## config.mk

```make
export PLATFORM = sky130hd
export DESIGN_NAME = hazard_scoreboard
export DESIGN_NICKNAME = d
export VERILOG_FILES = /design/src/rtl/hazard_scoreboard.sv
export SDC_FILE = /design/constraint.sdc
export NUM_CORES = 1
export LEC_CHECK = 0
export CAP_MARGIN = 20
export CELL_PAD_IN_SITES_DETAIL_PLACEMENT = 1
export CELL_PAD_IN_SITES_GLOBAL_PLACEMENT = 2
export CORE_MARGIN = 5
export CORE_UTILIZATION = 31
export CTS_BUF_LIST = sky130_fd_sc_hd__clkbuf_2 sky130_fd_sc_hd__clkbuf_4 sky130_fd_sc_hd__clkbuf_8
export DETAILED_ROUTE_END_ITERATION = 8
export PLACE_DENSITY = 0.88
export SETUP_SLACK_MARGIN = 0.2
export SYNTH_ARGS = -nofsm -noshare
export SYNTH_HDL_FRONTEND = slang
export SYNTH_SLANG_ARGS = --single-unit
```

## constraint.sdc

```tcl
create_clock -name clk_i -period 2.8 [get_ports clk_i]
set_clock_uncertainty 0.15 [all_clocks]
set_input_delay 0.42 -clock clk_i [delete_from_list [all_inputs] [get_ports clk_i]]
set_output_delay 0.42 -clock clk_i [all_outputs]
set_load 0.02 [all_outputs]
```

## src/rtl/hazard_scoreboard.sv

```systemverilog
// -----------------------------------------------------------------------------
// hazard_scoreboard
//   Issue control for an in-order pipeline. A per-register busy bit tracks
//   outstanding writes. The instruction in ID is stalled on RAW or WAW hazards
//   against those bits. A taken branch (resolved in MEM) squashes the younger
//   instructions: their busy bits are released through a short issue history,
//   and ID stays flushed for FLUSH_CYCLES cycles. A jump that issues flushes
//   ID for the following cycle.
//
// Optional feature (macro HAZARD_WB_BYPASS_EN):
//   When defined, a source register that is being written back in the same
//   cycle is treated as ready (WB-to-ID bypass). When undefined, that source
//   stalls for one more cycle, until its busy bit has cleared.
//
// Ports
//   clk_i, rst_i           clock; asynchronous active-high reset
//   id_valid_i             an instruction is present in ID
//   id_rs1_i/id_rs2_i      source register addresses
//   id_rs1_used_i/..rs2..  the instruction actually reads that source
//   id_rd_i, id_rd_we_i    destination register and its write enable
//   jump_i                 the ID instruction is a jump
//   branch_taken_i         a branch resolved taken in MEM this cycle
//   wb_we_i, wb_waddr_i    register file write from WB
//   issue_o                the ID instruction issues this cycle
//   stall_if_o/stall_id_o  hold IF and ID
//   flush_id_o/flush_ex_o  squash the ID / EX stage
//   busy_o                 pending-write bit per register (bit 0 is always 0)
// -----------------------------------------------------------------------------
module hazard_scoreboard #(
    parameter int NUM_REGS     = 32,
    parameter int ADDR_WIDTH   = 5,
    parameter int FLUSH_CYCLES = 2
) (
    input  logic                  clk_i,
    input  logic                  rst_i,
    input  logic                  id_valid_i,
    input  logic                  id_rd_we_i,
    input  logic [ADDR_WIDTH-1:0] id_rs1_i,
    input  logic [ADDR_WIDTH-1:0] id_rs2_i,
    input  logic [ADDR_WIDTH-1:0] id_rd_i,
    input  logic                  id_rs1_used_i,
    input  logic                  id_rs2_used_i,
    input  logic                  jump_i,
    input  logic                  branch_taken_i,
    input  logic                  wb_we_i,
    input  logic [ADDR_WIDTH-1:0] wb_waddr_i,
    output logic                  issue_o,
    output logic                  stall_if_o,
    output logic                  stall_id_o,
    output logic                  flush_id_o,
    output logic                  flush_ex_o,
    output logic [NUM_REGS-1:0]   busy_o
);

    typedef enum logic [1:0] {RUN, STALL, FLUSH} state_t;

    state_t                  state_q, state_n;
    logic [2:0]              count_q, count_n;
    logic                    jmp_flush_q;
    logic [NUM_REGS-1:0]     busy_q, busy_n;
    logic [FLUSH_CYCLES-1:0] hist_vld_q;
    logic [ADDR_WIDTH-1:0]   hist_rd_q [FLUSH_CYCLES];

    logic id_live;
    logic rs1_busy, rs2_busy, rd_busy;
    logic hazard;

    // The slot right after an issued jump holds a wrong-path instruction; it is
    // flushed, so it must neither issue nor raise a stall.
    assign id_live = id_valid_i & ~jmp_flush_q;

    always_comb begin
        rs1_busy = busy_q[id_rs1_i];
        rs2_busy = busy_q[id_rs2_i];
        rd_busy  = busy_q[id_rd_i];
`ifdef HAZARD_WB_BYPASS_EN
        if (wb_we_i && (wb_waddr_i == id_rs1_i)) rs1_busy = 1'b0;
        if (wb_we_i && (wb_waddr_i == id_rs2_i)) rs2_busy = 1'b0;
`endif
        hazard = id_live & ((id_rs1_used_i & rs1_busy) |
                            (id_rs2_used_i & rs2_busy) |
                            (id_rd_we_i    & rd_busy));
    end

    // Next state and outputs. Outputs are forced low while reset is held.
    always_comb begin
        state_n    = state_q;
        count_n    = count_q;
        issue_o    = 1'b0;
        stall_if_o = 1'b0;
        stall_id_o = 1'b0;
        flush_id_o = 1'b0;
        flush_ex_o = 1'b0;
        if (!rst_i) begin
            if (branch_taken_i) begin
                // Wins over hazards and jumps; also restarts an ongoing flush.
                flush_id_o = 1'b1;
                flush_ex_o = 1'b1;
                state_n    = FLUSH;
                count_n    = 3'(FLUSH_CYCLES - 1);
            end else begin
                case (state_q)
                    RUN, STALL: begin
                        flush_id_o = jmp_flush_q;
                        if (hazard) begin
                            stall_if_o = 1'b1;
                            stall_id_o = 1'b1;
                            state_n    = STALL;
                        end else begin
                            issue_o = id_live;
                            state_n = RUN;
                        end
                    end
                    FLUSH: begin
                        flush_id_o = 1'b1;
                        // The branch cycle itself was the first bubble, so the
                        // state is left as the count reaches zero.
                        if (count_q <= 3'd1) begin
                            count_n = 3'd0;
                            state_n = RUN;
                        end else begin
                            count_n = count_q - 3'd1;
                        end
                    end
                    default: state_n = RUN;
                endcase
            end
        end
    end

    // Busy update order matters: WB clear and branch release first, so that a
    // same-cycle issue to the same register leaves the bit set.
    always_comb begin
        busy_n = busy_q;
        if (wb_we_i && (wb_waddr_i != '0)) busy_n[wb_waddr_i] = 1'b0;
        if (branch_taken_i) begin
            for (int i = 0; i < FLUSH_CYCLES; i++) begin
                if (hist_vld_q[i]) busy_n[hist_rd_q[i]] = 1'b0;
            end
        end
        if (issue_o && id_rd_we_i && (id_rd_i != '0)) busy_n[id_rd_i] = 1'b1;
        busy_n[0] = 1'b0;
    end

    always_ff @(posedge clk_i or posedge rst_i) begin
        if (rst_i) begin
            state_q     <= RUN;
            count_q     <= 3'd0;
            jmp_flush_q <= 1'b0;
            busy_q      <= '0;
            hist_vld_q  <= '0;
            for (int i = 0; i < FLUSH_CYCLES; i++) hist_rd_q[i] <= '0;
        end else begin
            state_q     <= state_n;
            count_q     <= count_n;
            jmp_flush_q <= issue_o & jump_i;
            busy_q      <= busy_n;
            if (branch_taken_i) begin
                hist_vld_q <= '0;
            end else begin
                for (int i = FLUSH_CYCLES - 1; i > 0; i--) begin
                    hist_vld_q[i] <= hist_vld_q[i-1];
                    hist_rd_q[i]  <= hist_rd_q[i-1];
                end
                hist_vld_q[0] <= issue_o & id_rd_we_i;
                hist_rd_q[0]  <= id_rd_i;
            end
        end
    end

    assign busy_o = busy_q;

endmodule
```

# --- After elaboration in Yosys (flattened, before gate mapping) ---
# Cells that the tools add are included.
word_totals:
  reg_bits: 49
  input_bits: 29
  word_cells: 95
op_classes:
  n_addsub: 1
  n_lt_le_gt_ge: 11
  n_eq_ne: 3
  mux: 41
  n_bitwise: 18
  n_reduce_logical: 14
op_table:
  columns: ["cell", "count"]
  rows:
  - ["$mux W32", 6]
  - ["$and A32 B32 Y32", 3]
  - ["$not A32 Y32", 3]
  - ["$lt A5 B6 Y1 const B", 6]
  - ["$or A32 B32 Y32", 1]
  - ["$demux W1 S5", 4]
  - ["$ge A5 B1 Y1 const B", 4]
  - ["$mux W1", 20]
  - ["$bmux W1 S5", 3]
  - ["$reduce_bool A5 Y1", 2]
  - ["$mux W3", 3]
  - ["$and A1 B1 Y1", 7]
  - ["$logic_and A1 B1 Y1", 7]
  - ["$mux W2", 3]
  - ["$pmux W2 S2", 1]
  - ["$reduce_and A2 Y1", 2]
  - ["$le A3 B1 Y1 const B", 1]
  - ["$ne A3 B3 Y1 const B", 1]
  - ["$sub A3 B1 Y3 const B", 1]
  - ["$eq A2 B1 Y1 const B", 1]
  - ["$eq A2 B2 Y1 const B", 1]
  - ["$logic_not A2 Y1", 1]
  - ["$not A1 Y1", 2]
  - ["$or A1 B1 Y1", 2]
  - ["3 further kinds", 3]

# --- Depth between registers and ports, before layout ---
depth:
  word_depth: 15
  ltp_mapped: 9

# --- Worst setup path after synthesis ---
# Ideal clock, no wire load.
synth_timing:
  kind: "input port to output port"
  startpoint: "input port rst_i"
  endpoint: "output port issue_o"
  arrival_ps: 2480
  t_required_ps: 2230
  slack_ps: -250
  cell_stages: 5
  n_path_buf: 1
  path_cell_list: "inv_1 > and3_1 > nand3_2 > buf_2 > nor2_1"
synth_between:
  elab_chain_len: 1
synth_lines:
  columns: ["element", "line_no", "source"]
  rows:
  - ["start: declaration", "35", "input logic rst_i,"]
  - ["$mux W1", "94", "if (!rst_i) begin"]
  - ["end: declaration", "47", "output logic issue_o,"]
# No other way between the ends.

# --- Final worst setup path ---
layout_timing:
  startpoint: "input port id_rs2_i[1]"
  endpoint: "output port issue_o"
layout_between:
  elab_chain_len: 10
layout_lines:
  columns: ["element", "line_no", "source"]
  rows:
  - ["start: declaration", "39", "input logic [ADDR_WIDTH-1:0] id_rs2_i,"]
  - ["$bmux W1 S5", "74", "rs2_busy = busy_q[id_rs2_i];"]
  - ["$mux W1 (implied by the code)", "74", null]
  - ["$and A1 B1 Y1", "81", "(id_rs2_used_i & rs2_busy) |"]
  - ["$or A1 B1 Y1", "80", "hazard = id_live & ((id_rs1_used_i & rs1_busy) |"]
  - ["$or A1 B1 Y1", "81", null]
  - ["$and A1 B1 Y1", "80", null]
  - ["$mux W1", "105", "if (hazard) begin"]
  - ["$mux W1", "102", "case (state_q)"]
  - ["$mux W1", "95", "if (branch_taken_i) begin"]
  - ["$mux W1", "94", null]
# No other way between the ends. The select of a mux whose other input is x is not followed.

==> run metrics <==
outcome=complete, but fails checks; failing checks=setup timing; wire length per cell after detailed routing=25.5 um; clock-pin slew reported for the worst setup and hold paths after clock tree synthesis=90 ps; part of the total power dissipated in sequential elements=0.409; maximum frequency from static timing analysis=0.340 GHz; total power after layout=2.07 mW; Post-Syn Area=3830 um2; Syn-to-layout area delta=49.0%; category of the critical setup timing path=in2out; number of optimization iterations in the first detailed-route pass=5; Die Outline Area=14700 um2; number of DRC violations after detailed-routing iteration 0=404; maximum capacitance violations=0; library cell used as clock root buffer=sky130_fd_sc_hd__clkbuf_8; Synth Area per Inst=9.79 um2; post-synthesis register bit count=49; count of flip-flops with a built-in enable after synthesis=0; worst slew margin relative to its limit=0.470; total nets after synthesis=422; total of warnings raised by yosys=0; Final WS setup=-139 ps; number of inserted filler cells in the final layout=1319; number of vias after detailed routing=4327; Critical R2R Capture=busy_o[23]; IR Drop Worst-Case VDD=211 uV; leading register cell type out of synthesis=sky130_fd_sc_hd__dfrtp_1; number of vias per cell=6.28; Switching Fraction=0.338; Final #Nets=551; final worst path period need=2940 ps; number of placed I/O pins=66; # clock sinks=49; number of global-route vias before repair=4508; static leakage=2.25 nW; areal power density over the cells=363 nW/um2; Final Hold Violating Endpoints=0; ys async rst share=1.00; slack of the worst reg-to-reg path=-10 ps; Critical Path Source=id_rs2_i[1]; Critical Path AT=2370 ps; number of remaining DRC errors=0; worst setup path endpoint=issue_o; most instantiated library cell after synthesis=sky130_fd_sc_hd__dfrtp_1; placed instance count=665; Placeable Area=12100 um2; number of antenna violations at the first check in global routing=0; proportion of synthesized chip area in sequential cells=0.320; Port-buffer cells=64; area occupied by multi-input gates=2610 um2; placed inst area=5160 um2; cell types with the highest counts after synthesis=sky130_fd_sc_hd__dfrtp_1, sky130_fd_sc_hd__o221ai_1, sky130_fd_sc_hd__nand3_1; internal portion of total power=1.37 mW; total routed wirelength=17600 um; diode count=0; slew at the pin closest to its max-slew limit=793 ps; number of H-tree levels=2; fraction of power consumed by the clock network=0.272; half-perimeter wire length of the detailed placement result=12000 um; Inserted Clock Buffers=5; Cells after Synth=391; clock tree from TritonCTS=built; share of the cycle needed by the critical path after routing=1.05; last weighted congestion value of the routability-driven placer=0.949; fin cells=689; count of cell types in the netlist=49; final instance area=5700 um2; initial core utilization=0.317; RR Startpoint=busy_o[24]; wire length of the first global-routing pass=25900 um; register cell area after layout=1240 um2; Die H=121 um; cells taking the most area after synthesis=sky130_fd_sc_hd__dfrtp_1, sky130_fd_sc_hd__mux4_2, sky130_fd_sc_hd__o221ai_1, sky130_fd_sc_hd__o22a_1, sky130_fd_sc_hd__mux2i_1; Layout Utilization=0.473; maximum number of pins on one net before global-route repair=51; highest fanout seen on the critical path=4; cells on worst reg2reg path=10; CP Capture Type=output pin; number of nets with antenna violations after detailed routing=0; Gate power share=0.319; Horiz. Die Dim=121 um; share of final-layout standard cells stronger than drive strength 1=0.351; Max Root-Sink Buffers=2; Congestion Overflow GR=0; Tightest Hold Check Type=reg2reg; all-layer global routing usage=0.227; Skew-Pair Late Insertion Delay=320 ps; setup repair after global routing missed its margin=true; dominant cell type by area after synthesis=sky130_fd_sc_hd__dfrtp_1; Worst EP required=2230 ps; final-report setup violation count=4; number of pins exceeding their max-slew limit in the final report=0; area share of the largest cell type after synthesis=0.320; sum of negative setup slack=-427 ps; Worst setup SP type=input port; sw power=700 uW; Site Rows=40
## metal layers
layer  up-vias  GRT usage  part of all wire
li1       1811          -                 -
met1      2160      0.289              0.40
met2       268      0.385              0.47
met3        88     0.0448             0.078
met4         0     0.0784             0.055
met5         -          0                 0
## sequential cells by signal, indices dropped and copies added, names as in the netlist
name / cells
jmp_flush_q: 1
hist_rd_q: 10
state_q: 2
busy_o: 31
count_q: 3
hist_vld_q: 2
## through the flow
stage	setup WS [ps]	hold slack, ps
after floorplan	189	312
after global placement	-784	346
after detailed placement	-881	351
after CTS	-101	371
after global routing	-220	417
final	-139	372
## final cells by class
type | instances | share of cell area
inverters | 11 | 0.00790
flip-flops and latches | 49 | 0.217
multi-input cells | 296 | 0.457
repair buffers | 157 | 0.261
clock buffers | 7 | 0.0158
clock inverters | 1 | 0.00526
well taps | 168 | 0.0369
## placed cells by master, fill, tap and decap left out, types with 3 or more instances in the layout
cell type	count
sky130_fd_sc_hd__o21ai_0	8
sky130_fd_sc_hd__nor2_1	15
sky130_fd_sc_hd__buf_4	79
sky130_fd_sc_hd__dfrtp_2	8
sky130_fd_sc_hd__mux4_2	15
sky130_fd_sc_hd__and3_1	3
sky130_fd_sc_hd__nand3b_1	18
sky130_fd_sc_hd__o221ai_1	34
sky130_fd_sc_hd__nand2b_1	4
sky130_fd_sc_hd__buf_12	6
sky130_fd_sc_hd__o22a_1	31
sky130_fd_sc_hd__o21ai_2	9
sky130_fd_sc_hd__clkdlybuf4s50_1	50
sky130_fd_sc_hd__mux2i_1	19
sky130_fd_sc_hd__nand3_1	32
sky130_fd_sc_hd__a21oi_1	3
sky130_fd_sc_hd__nor3b_1	3
sky130_fd_sc_hd__dlygate4sd2_1	6
sky130_fd_sc_hd__inv_1	10
sky130_fd_sc_hd__buf_6	7
sky130_fd_sc_hd__or3_1	3
sky130_fd_sc_hd__dfrtp_1	41
sky130_fd_sc_hd__or3b_2	7
sky130_fd_sc_hd__o21ai_4	3
sky130_fd_sc_hd__nand2_1	18
sky130_fd_sc_hd__mux2_2	10
sky130_fd_sc_hd__o21ai_1	10
sky130_fd_sc_hd__nor3_1	5
sky130_fd_sc_hd__clkbuf_8	6
sky130_fd_sc_hd__nor2b_1	4
sky130_fd_sc_hd__o41ai_4	5
## worst min-delay path by stage
stage,depth (start not counted),from,endpoint
final,2,count_q[1],count_q[1]
after global routing,2,count_q[1],count_q[1]
after CTS,2,count_q[1],count_q[1]
after detailed placement,2,count_q[1],count_q[1]
after global placement,2,count_q[1],count_q[1]
after floorplan,1,rst_i,busy_o[10]
## worst max-delay path: stages
cell and delay [ps]:
sky130_fd_sc_hd__clkdlybuf4s15_2 240, sky130_fd_sc_hd__bufbuf_16 290, sky130_fd_sc_hd__mux4_2 490, sky130_fd_sc_hd__mux2i_1 170
sky130_fd_sc_hd__nand3b_1 120, sky130_fd_sc_hd__nand4_1 150, sky130_fd_sc_hd__buf_4 160, sky130_fd_sc_hd__nand3_4 90
sky130_fd_sc_hd__nor2_4 130, sky130_fd_sc_hd__buf_6 120
## kinds of logic (layout without fill, tap and decap cells)
logic type	after synthesis	in the layout	share of synthesized area
multiplexers	50	50	0.184
buffers and inverters	46	176	0.0529
AO/OA/AOI/OAI	120	120	0.255
AND/OR/NAND/NOR	123	123	0.180
flip-flops	49	49	0.320
adder cells (fa/ha/maj)	2	2	0.00653
other	1	1	0.000979
## repair_timing
item,CTS,global route
resized for setup,55,32
hold buffers,0,0
buffers inserted,9,4
hold endpoints to repair,0,0
setup endpoints to repair,38,27
cloned,2,1
pin swaps,9,13
## power groups by stage
stage	sequential, mW	clock (mW)	combinational (mW)
after floorplan	0.835	0	0.327
after global placement	0.850	0	0.556
after detailed placement	0.857	0	0.581
after CTS	0.842	0.560	0.618
after global routing	0.852	0.593	0.703
final	0.846	0.562	0.661
(Power assumes the default switching activity.)
